==> src/rtl/game_timer_ctrl_pkg.sv <==
`default_nettype none
// ----------------------------------------------------------------------
// game_timer_ctrl_pkg : shared game-timer types and constants   rev 1.0
// ----------------------------------------------------------------------
package game_timer_ctrl_pkg;

  typedef enum logic [2:0] {
    IDLE    = 3'd0,
    LOAD    = 3'd1,
    RUN     = 3'd2,
    PAUSE   = 3'd3,
    EXPIRED = 3'd4
  } state_t;

  localparam int BONUS_SECS = 10;
  localparam int TIMER_MAX  = 99;

endpackage
`default_nettype wire

==> src/rtl/game_timer_ctrl_sec_prescaler.sv <==
`default_nettype none
// ----------------------------------------------------------------------
// sec_prescaler : free-running second divider with hold and clear  rev 1.0
// ----------------------------------------------------------------------
module sec_prescaler #(
  parameter int TICKS_PER_SEC = 50_000_000,
  parameter int PRESC_W       = 26
) (
  input  logic clk,
  input  logic resetN,
  input  logic clear,
  input  logic run,
  output logic tick
);

  localparam logic [PRESC_W-1:0] c_last = PRESC_W'(TICKS_PER_SEC - 1);

  logic [PRESC_W-1:0] r_cnt;

  always_ff @(posedge clk or negedge resetN) begin
    if (!resetN) begin
      r_cnt <= '0;
    end else if (clear) begin
      r_cnt <= '0;
    end else if (run) begin
      r_cnt <= (r_cnt == c_last) ? '0 : r_cnt + PRESC_W'(1);
    end
  end

  // High in the cycle the counter wraps; the parent registers it as the tick.
  assign tick = run && !clear && (r_cnt == c_last);

endmodule
`default_nettype wire

==> src/rtl/game_timer_ctrl.sv <==
`default_nettype none
// ----------------------------------------------------------------------
// game_timer_ctrl : load/tick/bonus/pause sequencer for BCD timer  rev 1.0
// ----------------------------------------------------------------------
module game_timer_ctrl
  import game_timer_ctrl_pkg::*;
#(
  parameter int TICKS_PER_SEC = 50_000_000,
  parameter int PRESC_W       = 26,
  parameter int WARN_SECS     = 10,
  parameter int PEND_W        = 3
) (
  input  logic       clk,
  input  logic       resetN,
  input  logic       start_game,
  input  logic       pause_req,
  input  logic       bonus_a,
  input  logic       bonus_b,
  input  logic [3:0] timer_countL,
  input  logic [3:0] timer_countH,
  input  logic       timer_tc,
  output logic       timer_loadN,
  output logic       timer_en1,
  output logic       timer_en2,
  output logic       timer_inc,
  output logic       time_up,
  output logic       low_time,
  output logic       running
);

  localparam logic [PEND_W+1:0] c_pend_max = (PEND_W+2)'((1 << PEND_W) - 1);
  localparam logic [6:0]        c_warn     = 7'(WARN_SECS);

  state_t              r_state, w_state_nxt;
  logic [PEND_W-1:0]   r_pend, w_pend_nxt;
  logic [PEND_W+1:0]   w_pend_sum;
  logic [1:0]          w_add;
  logic [6:0]          w_remain;
  logic                w_accept, w_expire, w_issue, w_run, w_clear, w_tick;
  logic                w_loadN, w_en2, w_time_up, w_low, w_running;

  assign w_accept = ((r_state == RUN) || (r_state == PAUSE)) && !start_game;
  assign w_add    = {1'b0, bonus_a & w_accept} + {1'b0, bonus_b & w_accept};
  // A fresh or outstanding bonus keeps the game alive at terminal count.
  assign w_expire = timer_tc && (r_pend == '0) && !timer_inc && (w_add == 2'd0);

  always_ff @(posedge clk or negedge resetN) begin
    if (!resetN) r_state <= IDLE;
    else         r_state <= w_state_nxt;
  end

  always_comb begin
    w_state_nxt = r_state;
    if (start_game) begin
      w_state_nxt = LOAD;
    end else begin
      unique case (r_state)
        IDLE:    w_state_nxt = IDLE;
        LOAD:    w_state_nxt = pause_req ? PAUSE : RUN;
        RUN: begin
          if (pause_req)     w_state_nxt = PAUSE;
          else if (w_expire) w_state_nxt = EXPIRED;
          else               w_state_nxt = RUN;
        end
        PAUSE:   w_state_nxt = pause_req ? PAUSE : RUN;
        EXPIRED: w_state_nxt = EXPIRED;
        default: w_state_nxt = IDLE;
      endcase
    end
  end

  assign w_run   = (w_state_nxt == RUN);
  assign w_clear = start_game || (r_state == LOAD);

  sec_prescaler #(
    .TICKS_PER_SEC (TICKS_PER_SEC),
    .PRESC_W       (PRESC_W)
  ) u_sec_prescaler (
    .clk    (clk),
    .resetN (resetN),
    .clear  (w_clear),
    .run    (w_run),
    .tick   (w_tick)
  );

  // Ticks win over incs; back-to-back incs are spaced so the count settles.
  assign w_issue = (r_state == RUN) && w_run && (r_pend != '0) && !w_tick && !timer_inc;

  assign w_pend_sum = {2'b00, r_pend} + {{PEND_W{1'b0}}, w_add}
                    - {{(PEND_W+1){1'b0}}, w_issue};
  assign w_pend_nxt = (w_pend_sum > c_pend_max) ? c_pend_max[PEND_W-1:0]
                                                : w_pend_sum[PEND_W-1:0];

  always_ff @(posedge clk or negedge resetN) begin
    if (!resetN)                                          r_pend <= '0;
    else if (w_clear || (r_state == EXPIRED) || (r_state == IDLE)) r_pend <= '0;
    else                                                  r_pend <= w_pend_nxt;
  end

  assign w_remain = ({3'b000, timer_countH} * 7'd10) + {3'b000, timer_countL};

  always_comb begin
    w_loadN   = (w_state_nxt != LOAD);
    w_en2     = w_run;
    w_running = w_run;
    w_time_up = (w_state_nxt == EXPIRED);
    w_low     = ((w_state_nxt == RUN) || (w_state_nxt == PAUSE)) && !timer_tc
              && (w_remain <= c_warn);
  end

  always_ff @(posedge clk or negedge resetN) begin
    if (!resetN) begin
      timer_loadN <= 1'b1;
      timer_en1   <= 1'b0;
      timer_en2   <= 1'b0;
      timer_inc   <= 1'b0;
      time_up     <= 1'b0;
      low_time    <= 1'b0;
      running     <= 1'b0;
    end else begin
      timer_loadN <= w_loadN;
      timer_en1   <= w_tick;
      timer_en2   <= w_en2;
      timer_inc   <= w_issue;
      time_up     <= w_time_up;
      low_time    <= w_low;
      running     <= w_running;
    end
  end

endmodule
`default_nettype wire

==> config.mk <==
export PLATFORM = sky130hd
export DESIGN_NAME = game_timer_ctrl
export DESIGN_NICKNAME = d
export VERILOG_FILES = /design/src/rtl/game_timer_ctrl_pkg.sv /design/src/rtl/game_timer_ctrl_sec_prescaler.sv /design/src/rtl/game_timer_ctrl.sv
export SDC_FILE = /design/constraint.sdc
export NUM_CORES = 1
export LEC_CHECK = 0
export CAP_MARGIN = 20
export CORE_AREA = 2 2 105 87
export CTS_BUF_LIST = sky130_fd_sc_hd__clkbuf_2 sky130_fd_sc_hd__clkbuf_4 sky130_fd_sc_hd__clkbuf_8
export DETAILED_ROUTE_END_ITERATION = 8
export DIE_AREA = 0 0 107 89
export DONT_BUFFER_PORTS = 1
export PLACE_DENSITY_LB_ADDON = 0.2
export SLEW_MARGIN = 20
export SYNTH_ARGS = -nofsm -noshare
export SYNTH_HDL_FRONTEND = slang
export SYNTH_SLANG_ARGS = --single-unit
==> constraint.sdc <==
create_clock -name clk -period 3.47 [get_ports clk]
set_clock_uncertainty 0.15 [all_clocks]
set_input_delay 0.5205 -clock clk [delete_from_list [all_inputs] [get_ports clk]]
set_output_delay 0.5205 -clock clk [all_outputs]
set_load 0.005 [all_outputs]
# After elaboration in Yosys (flattened, before gate mapping)
# Cells that the tools add are included.
# word_totals
ff_bits,38
latchBits,0
ram_bits,0
rom_bits,0
out_inout_bits,7
mem_count,0
# classes
addsub,5
mul,1
n_div,0
n_lt_le_gt_ge,2
n_eq_ne,9
shift,0
muxes,10
n_bitwise,2
n_reduce_logical,28
# ops
operator,count
26-bit 2-to-1 mux,3
"26-bit by 1-bit adder with 26-bit output, second input constant",1
"26-bit equality test, second input constant",1
3-bit 2-to-1 mux,5
"3-bit by 2-bit equality test with 1-bit output, second input constant",4
1-bit logical AND,12
3-bit one-hot mux with 3 select lines,1
7-bit by 4-bit adder with 7-bit output,1
"7-bit by 4-bit less-or-equal comparator with 1-bit output, second input constant",1
"3-bit equality test, second input constant",2
3-bit zero test,2
"4-bit by 3-bit multiplier with 6-bit output, second input constant",1
"5-bit by 3-bit greater-than comparator with 1-bit output, second input constant",1
1-bit zero test,5
1-bit logical OR,5
4-bit by 1-bit subtractor with 5-bit output,1
3-bit by 2-bit adder with 4-bit output,1
"3-bit by 1-bit equality test with 1-bit output, second input constant",1
"3-bit by 1-bit != test with 1-bit output, second input constant",1
3-bit nonzero test,1
1-bit by 1-bit adder with 2-bit output,1
1-bit AND,2
2-bit zero test,1
2-bit nonzero test,1
2 further kinds,2

# Logic depth before layout (Yosys ltp)
# Gate-level depths: netlist of the first run.
# logic_depth
depth_word,21
ltp_mapped,17
mapped_depth_nobuf,16

# Hierarchy
# From an unflattened synthesis of the first run, not the netlist that was laid out.
# hier_totals
hier_cells,288
hier_area_um2,2575.0
# modules_own_cells
mod,instances,cells_per_inst,area_per_inst_um2,seq_area_each_um2
sec_prescaler,1,195,1667.8,650.6
game_timer_ctrl,1,93,907.1,301.5

# Worst setup path after synthesis of the first run
# Ideal clock, no wire load.
# synth_path
kind,input port to flip-flop
start,input port start_game
end,register r_pend[2]
setup_ns,0.119
arrival_time_ns,3.474
required_ns,3.201
slack_ns,-0.273
path_stages,17
n_path_buf,2
path_cell_list,clkbuf_1 -> nor2_1 -> nand3_1 -> ha_1 -> nand2_1 -> o41ai_1 -> clkbuf_1 -> nor2_1 -> nor3_1 -> ha_1 -> inv_1 -> ha_1 -> a21o_1 -> a21oi_1 -> xnor2_1 -> nand2_1 -> o21a_1
# synth_between
elab_chain_cells,20
elab_cells_between_ends,28
cone_classes,3 x add/sub; 1 x order compare; 1 x eq/ne; 6 x mux; 2 x bitwise; 15 x reduce/logical
# synth_lines
element,line,text
from (decl),game_timer_ctrl.sv:15,"input logic start_game,"
1-bit zero test,game_timer_ctrl.sv:42,assign w_accept = ((r_state == RUN) || (r_state == PAUSE)) && !start_game;
1-bit logical AND,game_timer_ctrl.sv:42,
1-bit AND,game_timer_ctrl.sv:43,"assign w_add = {1'b0, bonus_a & w_accept} + {1'b0, bonus_b & w_accept};"
1-bit by 1-bit adder with 2-bit output,game_timer_ctrl.sv:43,
2-bit zero test,game_timer_ctrl.sv:45,assign w_expire = timer_tc && (r_pend == '0) && !timer_inc && (w_add == 2'd0);
1-bit logical AND,game_timer_ctrl.sv:45,
3-bit 2-to-1 mux,game_timer_ctrl.sv:62,else if (w_expire) w_state_nxt = EXPIRED;
3-bit 2-to-1 mux,game_timer_ctrl.sv:61,if (pause_req) w_state_nxt = PAUSE;
[... 5 more ...],--,
net u_sec_prescaler.tick,game_timer_ctrl_sec_prescaler.sv:13,output logic tick
1-bit zero test (*),game_timer_ctrl.sv:87,assign w_issue = (r_state == RUN) && w_run && (r_pend != '0) && !w_tick && !timer_inc;
1-bit logical AND (*) (2 in series),game_timer_ctrl.sv:87,
net w_issue,game_timer_ctrl.sv:39,"logic w_accept, w_expire, w_issue, w_run, w_clear, w_tick;"
4-bit by 1-bit subtractor with 5-bit output (*),game_timer_ctrl.sv:90,"- {{(PEND_W+1){1'b0}}, w_issue};"
5-bit by 3-bit greater-than comparator with 1-bit output,game_timer_ctrl.sv:91,assign w_pend_nxt = (w_pend_sum > c_pend_max) ? c_pend_max[PEND_W-1:0]
3-bit 2-to-1 mux (*),game_timer_ctrl.sv:91,
3-bit 2-to-1 mux (*),game_timer_ctrl.sv:96,else if (w_clear || (r_state == EXPIRED) || (r_state == IDLE)) r_pend <= '0;
to (signal assigned),game_timer_ctrl.sv:97,else r_pend <= w_pend_nxt;
to (decl),game_timer_ctrl.sv:35,"logic [PEND_W-1:0] r_pend, w_pend_nxt;"
# Mark *: on every way through the listed nets, which the timed path passes. The rest lies on a longest branch.
# A chain may end at the register's enable or synchronous reset.

# Worst setup path after layout of the first run
# layout_path
start,register r_state[2]
end,register r_pend[2]
# layout_between
elab_chain_cells,21
elab_cells_between_ends,34
cone_classes,3 x add/sub; 1 x order compare; 5 x eq/ne; 6 x mux; 2 x bitwise; 17 x reduce/logical
# layout_lines
element,line,text
from (decl),game_timer_ctrl.sv:34,"state_t r_state, w_state_nxt;"
from (signal assigned),game_timer_ctrl.sv:49,else r_state <= w_state_nxt;
"3-bit by 2-bit equality test with 1-bit output, on equally long branches","game_timer_ctrl.sv:42, game_timer_ctrl.sv:57, game_timer_ctrl.sv:87",
1-bit logical OR,game_timer_ctrl.sv:42,
1-bit logical AND,game_timer_ctrl.sv:42,
1-bit AND,game_timer_ctrl.sv:43,
1-bit by 1-bit adder with 2-bit output,game_timer_ctrl.sv:43,
2-bit zero test,game_timer_ctrl.sv:45,
1-bit logical AND,game_timer_ctrl.sv:45,
3-bit 2-to-1 mux,game_timer_ctrl.sv:62,
[... 4 more ...],--,
1-bit logical AND (2 in series),game_timer_ctrl_sec_prescaler.sv:31,assign tick = run && !clear && (r_cnt == c_last);
1-bit zero test,game_timer_ctrl.sv:87,
1-bit logical AND (*) (2 in series),game_timer_ctrl.sv:87,
net w_issue,game_timer_ctrl.sv:39,
4-bit by 1-bit subtractor with 5-bit output (*),game_timer_ctrl.sv:90,
5-bit by 3-bit greater-than comparator with 1-bit output,game_timer_ctrl.sv:91,
3-bit 2-to-1 mux (*),game_timer_ctrl.sv:91,
3-bit 2-to-1 mux (*),game_timer_ctrl.sv:96,
# Marked as above.

==> impl_metrics.env, run 1 <==
export IMPL_ys_types=54
export IMPL_antenna_found_initial=0
export IMPL_hold_violations=0
export IMPL_drv_cap=0
export IMPL_grt_pass1_wl_um=9830
export IMPL_yosys_area_top_type="dfrtp_1"
export IMPL_period_minus_slack_ps=3220
export IMPL_synth_edf_count=0
export IMPL_grt_pass1_vias=1972
export IMPL_die_width_um=107
export IMPL_placementRows=30
export IMPL_final_util_pct=33.0
export IMPL_die_area_mm2=0.00952
export IMPL_leakage_uw=0.00117
export IMPL_remaining_drc_errors=0
export IMPL_wl_per_cell_um=14.7
export IMPL_hold_path_depth=1
export IMPL_hold_end="timer_loadN$_DFF_PN1_"
export IMPL_initial_core_util_pct=29.6
export IMPL_grtUsageTotal_pct=13.2
export IMPL_slew_limit_headroom_pct=37.6
export IMPL_io_pins=22
export IMPL_diodes=0
export IMPL_syn_cell_area_mm2=0.00248
export IMPL_fmax_mhz=311
export IMPL_synth_top_area_share_pct=37.4
export IMPL_hpwl_um=4110
export IMPL_crit_top_cell="nand2_1"
export IMPL_drt_initial_drc_count=124
export IMPL_multi_input_area_mm2=0.00136
export IMPL_r2r_cells=16
export IMPL_crit_chain="nor2_2, nand3_1, ha_1, nand2_1, or3_4, o21ai_0, a211o_1, nor3_2, ha_2, inv_1, ha_1, inv_1, fa_1, nand2_1, nand2_1, o21a_1"
export IMPL_vias=2034
export IMPL_ys_ff_latch=38
export IMPL_end_kind="flop"
export IMPL_grt_overflow_total=0
export IMPL_drive_gt1_share_pct=12.3
export IMPL_r2r_end="r_pend[2]$_DFF_PN0_"
export IMPL_cts_reportedPaths_clkPinSlew_ps=80
export IMPL_required_ps=3510
export IMPL_worstSetupStartpointType="flop"
export IMPL_post_route_period_util_pct=92.8
export IMPL_crit_fanout=4
export IMPL_area_delta_synth_final_pct=11.6
export IMPL_pwr_share_seq_pct=43.2
export IMPL_critPathMaxStageDelay_ps=400
export IMPL_core_mm2=0.00837
export IMPL_first_pass_iters=4
export IMPL_cts_made_buffers=5
export IMPL_slew_viol_final=0
export IMPL_via_per_inst=5.14
export IMPL_clkSinkCount=38
export IMPL_grt_max_degree=39
export IMPL_p_sw_share_pct=31.0
export IMPL_power_density_mw_per_mm2=405
export IMPL_r2r_slack_ps=250
export IMPL_nets=316
export IMPL_clk_latency_ps=290
export IMPL_fillers=882
export IMPL_synthCells=277
export IMPL_synth_common_cells="dfrtp_1 (37), nand2_1 (28), inv_1 (26)"
export IMPL_cts_tree="done"
export IMPL_synthFlopType="dfrtp_1"
export IMPL_drt_total_wl_um=5810
export IMPL_ys_seq_area_share_pct=38.4
export IMPL_ant_nets=0
export IMPL_hold_class="in2reg"
export IMPL_vdd_drop_max_mv=0.322
export IMPL_synth_area_leaders="dfrtp_1 (37%), ha_1 (7.6%), nand2_1 (4.2%)"
export IMPL_share_comb_of_total_power_pct=26.9
export IMPL_crit_slowest_cell="fa_1"
export IMPL_power_share_clock_pct=29.9
export IMPL_die_h_um=89
export IMPL_cts_max_path_buffers=2
export IMPL_cts_root_buf="clkbuf_8"
export IMPL_p_total_uw=1120
export IMPL_place_gp_congestion=0.795
export IMPL_portBuffers=0
export IMPL_rsz0062_at_grt="no"
export IMPL_yosys_warnings=0
export IMPL_hold_start="start_game"
export IMPL_setup_viol=0
export IMPL_path_class="reg2reg"
export IMPL_power_internal_uw=772
export IMPL_synth_nets=310
export IMPL_synth_most_common_cell="dfrtp_1"
export IMPL_worstMarginPinSlew_ps=936
export IMPL_status="finished clean"
export IMPL_power_switching_uw=346
export IMPL_timing_rr_start="r_state[2]$_DFF_PN0_"
export IMPL_worstPathArrival_ps=3260
export IMPL_syn_avg_cell_area_um2=8.94
export IMPL_cts_max_level=2
export IMPL_regArea_um2=952
export IMPL_synthArstFlopShare_pct=100
-- cell usage in the layout (no fill, tap or decap), drive strengths merged, types with 2 or more instances in the layout --
cell / synthesis / final
a21o: 4 / 4
a21oi: 15 / 15
a22o: 2 / 2
a31oi: 13 / 13
a41oi: 3 / 3
and2: 2 / 2
and3: 2 / 2
and4: 3 / 3
buf: 5 / 12
clkbuf: 9 / 8
dfrtp: 37 / 37
fa: 3 / 3
ha: 15 / 15
inv: 26 / 26
nand2: 28 / 28
nand2b: 3 / 3
nand3: 11 / 11
nand4: 9 / 9
nor2: 13 / 13
nor3: 6 / 6
nor4: 5 / 5
o21a: 2 / 2
o21ai: 18 / 18
o21ba: 2 / 2
o21bai: 2 / 2
o31ai: 3 / 3
or3: 7 / 7
or4: 5 / 5
xnor2: 6 / 6
xor2: 2 / 2
-- power groups by stage --
| stage | Clock (uW) | Sequential [uW] | Combinational, uW |
|---|---|---|---|
| 2_1_floorplan | 0 | 485 | 237 |
| 3_3_place_gp | 0 | 493 | 284 |
| 3_5_place_dp | 0 | 492 | 288 |
| 4_1_cts | 348 | 483 | 304 |
| 5_1_grt | 373 | 487 | 348 |
| 6_report | 335 | 483 | 300 |
-- cells by family (layout without fill, tap and decap cells) --
family,Yosys count,count (layout),synth area share (%)
buffers and inverters,40,47,7.42
AO/OA/AOI/OAI,73,73,19.5
AND/OR/NAND/NOR,99,99,21.4
flip-flops,38,38,38.4
multiplexers,1,1,0.404
XOR/XNOR,8,8,2.83
adder cells (fa/ha/maj),18,18,10.0
-- routing by layer --
metal  global-route usage, %  vias up  routed length, um
met5                       0        -                  0
met4                    4.13        0                 64
met3                    2.77        5                163
met2                    19.9       27               2500
met1                    19.1      987               3090
li1                        -     1015                  -
-- final cells by class --
| cell class | count | area share (%) |
|---|---|---|
| multi-input combinational | 199 | 49.3 |
| sequential | 38 | 34.4 |
| tap | 112 | 5.07 |
| timing repair buffer | 13 | 4.07 |
| clock buffer | 8 | 3.53 |
| inverter | 26 | 3.53 |
-- flip-flops by register name, summed over array words and instances, names as in the netlist --
| signal | count |
|---|---|
| u_sec_prescaler.r_cnt | 26 |
| r_pend | 3 |
| r_state | 3 |
| low_time | 1 |
| running | 1 |
| time_up | 1 |
| timer_en1 | 1 |
| timer_inc | 1 |
| timer_loadN | 1 |
-- how the worst max path moves through the flow --
stage | startpoint | slack, ps | cells after the start | end
2_1_floorplan | start_game | 20 | 17 | r_pend[2]$_DFF_PN0_
3_3_place_gp | start_game | 110 | 16 | r_pend[2]$_DFF_PN0_
3_5_place_dp | start_game | -8 | 16 | r_pend[2]$_DFF_PN0_
4_1_cts | r_state[2]$_DFF_PN0_ | 110 | 16 | r_pend[2]$_DFF_PN0_
5_1_grt | r_state[2]$_DFF_PN0_ | 20 | 16 | r_pend[2]$_DFF_PN0_
6_report | r_state[2]$_DFF_PN0_ | 250 | 16 | r_pend[2]$_DFF_PN0_
-- repair_timing --
action / 4_1_cts / 5_1_grt
setup endpoints to repair: 0 / 3
buffers inserted: 0 / 1
endpoints found under the hold margin: 38 / 0
gates resized for setup: 0 / 1
hold buffers: 2 / 0
-- worst max-delay path: cells and delay by family, from the launching register on --
family,cells,cell delay (ps)
fa+ha+maj,4,1060
buf+inv,2,110
compound gates,3,580
simple gates,7,830
flops,1,390
-- through the flow --
step	instance area [um^2]	instances	setup slack [ps]	hold WS, ps	setup TNS [ps]
2_1_floorplan	2500	277	17.5	74.9	0
3_3_place_gp	2630	385	112	76.5	0
3_5_place_dp	2630	385	-7.60	76.5	-7.60
4_1_cts	2750	395	108	129	0
5_1_grt	2760	396	24.8	119	0
6_report	2760	396	250	133	0
Note: power is estimated with default switching activity, not from simulation.
==> run 2, diff against run 1 <==
--- a/config.mk
+++ b/config.mk
@@ -11,6 +11,7 @@
 export DETAILED_ROUTE_END_ITERATION = 8
 export DIE_AREA = 0 0 107 89
 export DONT_BUFFER_PORTS = 1
+export GPL_TIMING_DRIVEN = 0
 export PLACE_DENSITY_LB_ADDON = 0.2
 export SLEW_MARGIN = 20
 export SYNTH_ARGS = -nofsm -noshare
==> run 2 against run 1 <==
Sequential power about the same. Routed wire length down 1.1%. Utilization up 1.5 points. First-iteration DRC count down 15%. Highest routed layer unchanged.
==> impl_metrics.env, run 2 (synthesis results as in run 1) <==
export IMPL_grtUsageTotal_pct=13.5
export IMPL_path_class="reg2reg"
export IMPL_drv_cap=0
export IMPL_antenna_found_initial=0
export IMPL_first_pass_iters=4
export IMPL_portBuffers=0
export IMPL_mostFrequentLayoutCells="dfrtp_1 (35), nand2_1 (27), inv_1 (26)"
export IMPL_grt_max_degree=39
export IMPL_status="finished clean"
export IMPL_cts_root_buf="clkbuf_8"
export IMPL_via_per_inst=5.10
export IMPL_die_area_mm2=0.00952
export IMPL_leakage_uw=0.00120
export IMPL_hpwl_um=4110
export IMPL_hold_violations=0
export IMPL_hold_class="in2reg"
export IMPL_r2r_cells=13
export IMPL_power_density_mw_per_mm2=441
export IMPL_place_gp_congestion=0.818
export IMPL_vias=2045
export IMPL_grt_pass1_vias=2079
export IMPL_r2r_end="r_pend[2]$_DFF_PN0_"
export IMPL_reg_top3="u_sec_prescaler.r_cnt (26), r_pend (3), r_state (3)"
export IMPL_post_route_period_util_pct=93.6
export IMPL_io_pins=22
export IMPL_route_met2_wl_um=2410
export IMPL_top_register="u_sec_prescaler.r_cnt"
export IMPL_grt_pass1_wl_um=10100
export IMPL_remaining_drc_errors=0
export IMPL_fmax_mhz=308
export IMPL_hold_start="timer_tc"
export IMPL_required_ps=3500
export IMPL_top_layer="met4"
export IMPL_area_delta_synth_final_pct=16.6
export IMPL_end_kind="flop"
export IMPL_instances_no_fill=401
export IMPL_crit_fanout=8
export IMPL_wl_met3_um=230
export IMPL_clk_latency_ps=300
export IMPL_final_common_cell="dfrtp_1"
export IMPL_core_mm2=0.00837
export IMPL_cts_tree="done"
export IMPL_worstMarginPinSlew_ps=557
export IMPL_hold_slack_ps=134
export IMPL_cts_max_path_buffers=2
export IMPL_wl_per_cell_um=14.3
export IMPL_placementRows=30
export IMPL_drt_total_wl_um=5750
export IMPL_place_inst=389
export IMPL_worstPathArrival_ps=3280
export IMPL_grt_overflow_total=0
export IMPL_setup_viol=0
export IMPL_cts_max_level=2
export IMPL_worstSetupStartpointType="flop"
export IMPL_die_width_um=107
export IMPL_hold_path_depth=1
export IMPL_slew_limit_headroom_pct=62.9
export IMPL_slew_viol_final=0
export IMPL_period_minus_slack_ps=3250
export IMPL_clkSinkCount=38
export IMPL_initial_core_util_pct=29.6
export IMPL_hold_end="low_time$_DFF_PN0_"
export IMPL_die_h_um=89
export IMPL_wl_met1_um=3050
export IMPL_r2r_slack_ps=220
export IMPL_fin_setup_tns_ps=0
export IMPL_ant_nets=0
export IMPL_drive_gt1_share_pct=15.6
export IMPL_diodes=0
export IMPL_nets=321
export IMPL_cts_made_buffers=5
export IMPL_drt_initial_drc_count=106
export IMPL_timing_rr_start="u_sec_prescaler.r_cnt[18]$_DFFE_PN0P_"
export IMPL_cts_reportedPaths_clkPinSlew_ps=80
export IMPL_largest_reg_flops=26
export IMPL_vdd_drop_max_mv=0.159
run 2: cell types whose count changed in the layout (fill, tap and decap cells not counted), sizes merged:
cell    previous run  this run
clkbuf             8        12
buf               12        11
bufinv             0         2
run 2: how the worst max path moves through the flow:
stage	end	cells past startpoint	start	slack, ps
floorplan	r_pend[2]$_DFF_PN0_	17	start_game	20
global placement	r_pend[2]$_DFF_PN0_	17	start_game	-410
detailed placement	r_pend[2]$_DFF_PN0_	17	start_game	-410
CTS	r_pend[2]$_DFF_PN0_	16	r_state[2]$_DFF_PN0_	20
global route	r_pend[2]$_DFF_PN0_	16	r_state[2]$_DFF_PN0_	-3
finish	r_pend[2]$_DFF_PN0_	13	u_sec_prescaler.r_cnt[18]$_DFFE_PN0P_	220
run 2: cell type report:
cell class	count	area, um^2
Buffer	12	86.3
Clock buffer	6	82.6
Clock inverter	2	60.1
Fill cell	842	5480
Inverter	26	97.6
Multi-Input combinational cell	199	1410
Sequential cell	38	955
Tap cell	112	140
Timing Repair Buffer	6	60.1
run 2: layer usage:
layer	GRT usage (%)	vias to the layer above
met3	2.77	6
li1	-	1031
met5	0	-
met2	20.2	31
met1	19.8	977
met4	3.90	0
run 2: where the power goes:
part / switching, uW / total [uW] / leakage (uW) / internal [uW]
clock network: 165 / 472 / 0.0000714 / 307
registers: 18.3 / 483 / 0.000517 / 465
logic: 179 / 319 / 0.000610 / 141
run 2: what timing repair did:
| item | CTS | global route |
|---|---|---|
| pin swaps | 1 | 8 |
| buffers inserted | 0 | 4 |
| hold endpoints to repair | 38 | 0 |
| hold buffers | 2 | 0 |
| endpoints found under the setup margin | 3 | 3 |
| gates resized for setup | 3 | 14 |
run 2: per-stage QoR:
step           power (uW)  utilization (%)  cell area, um^2  worst slack (ps)
2_1_floorplan         722                -             2500              17.5
3_3_place_gp          776             31.5             2640              -412
3_5_place_dp          779             31.5             2640              -408
4_1_cts              1270             33.7             2820              17.8
5_1_grt              1350             34.5             2890             -2.98
6_report             1270             34.5             2890               223
run 2: worst max-delay path: stages, from the launching register on:
cell and delay, ps:
dfrtp_1 490, or3b_2 540, nor4_2 280, nand4_1 170, nor2_2 180, nor3_2 70, ha_2 310, inv_1 30
ha_1 180, a21o_1 170, a21oi_2 130, xnor2_1 150, nand2_1 90, o21a_1 180
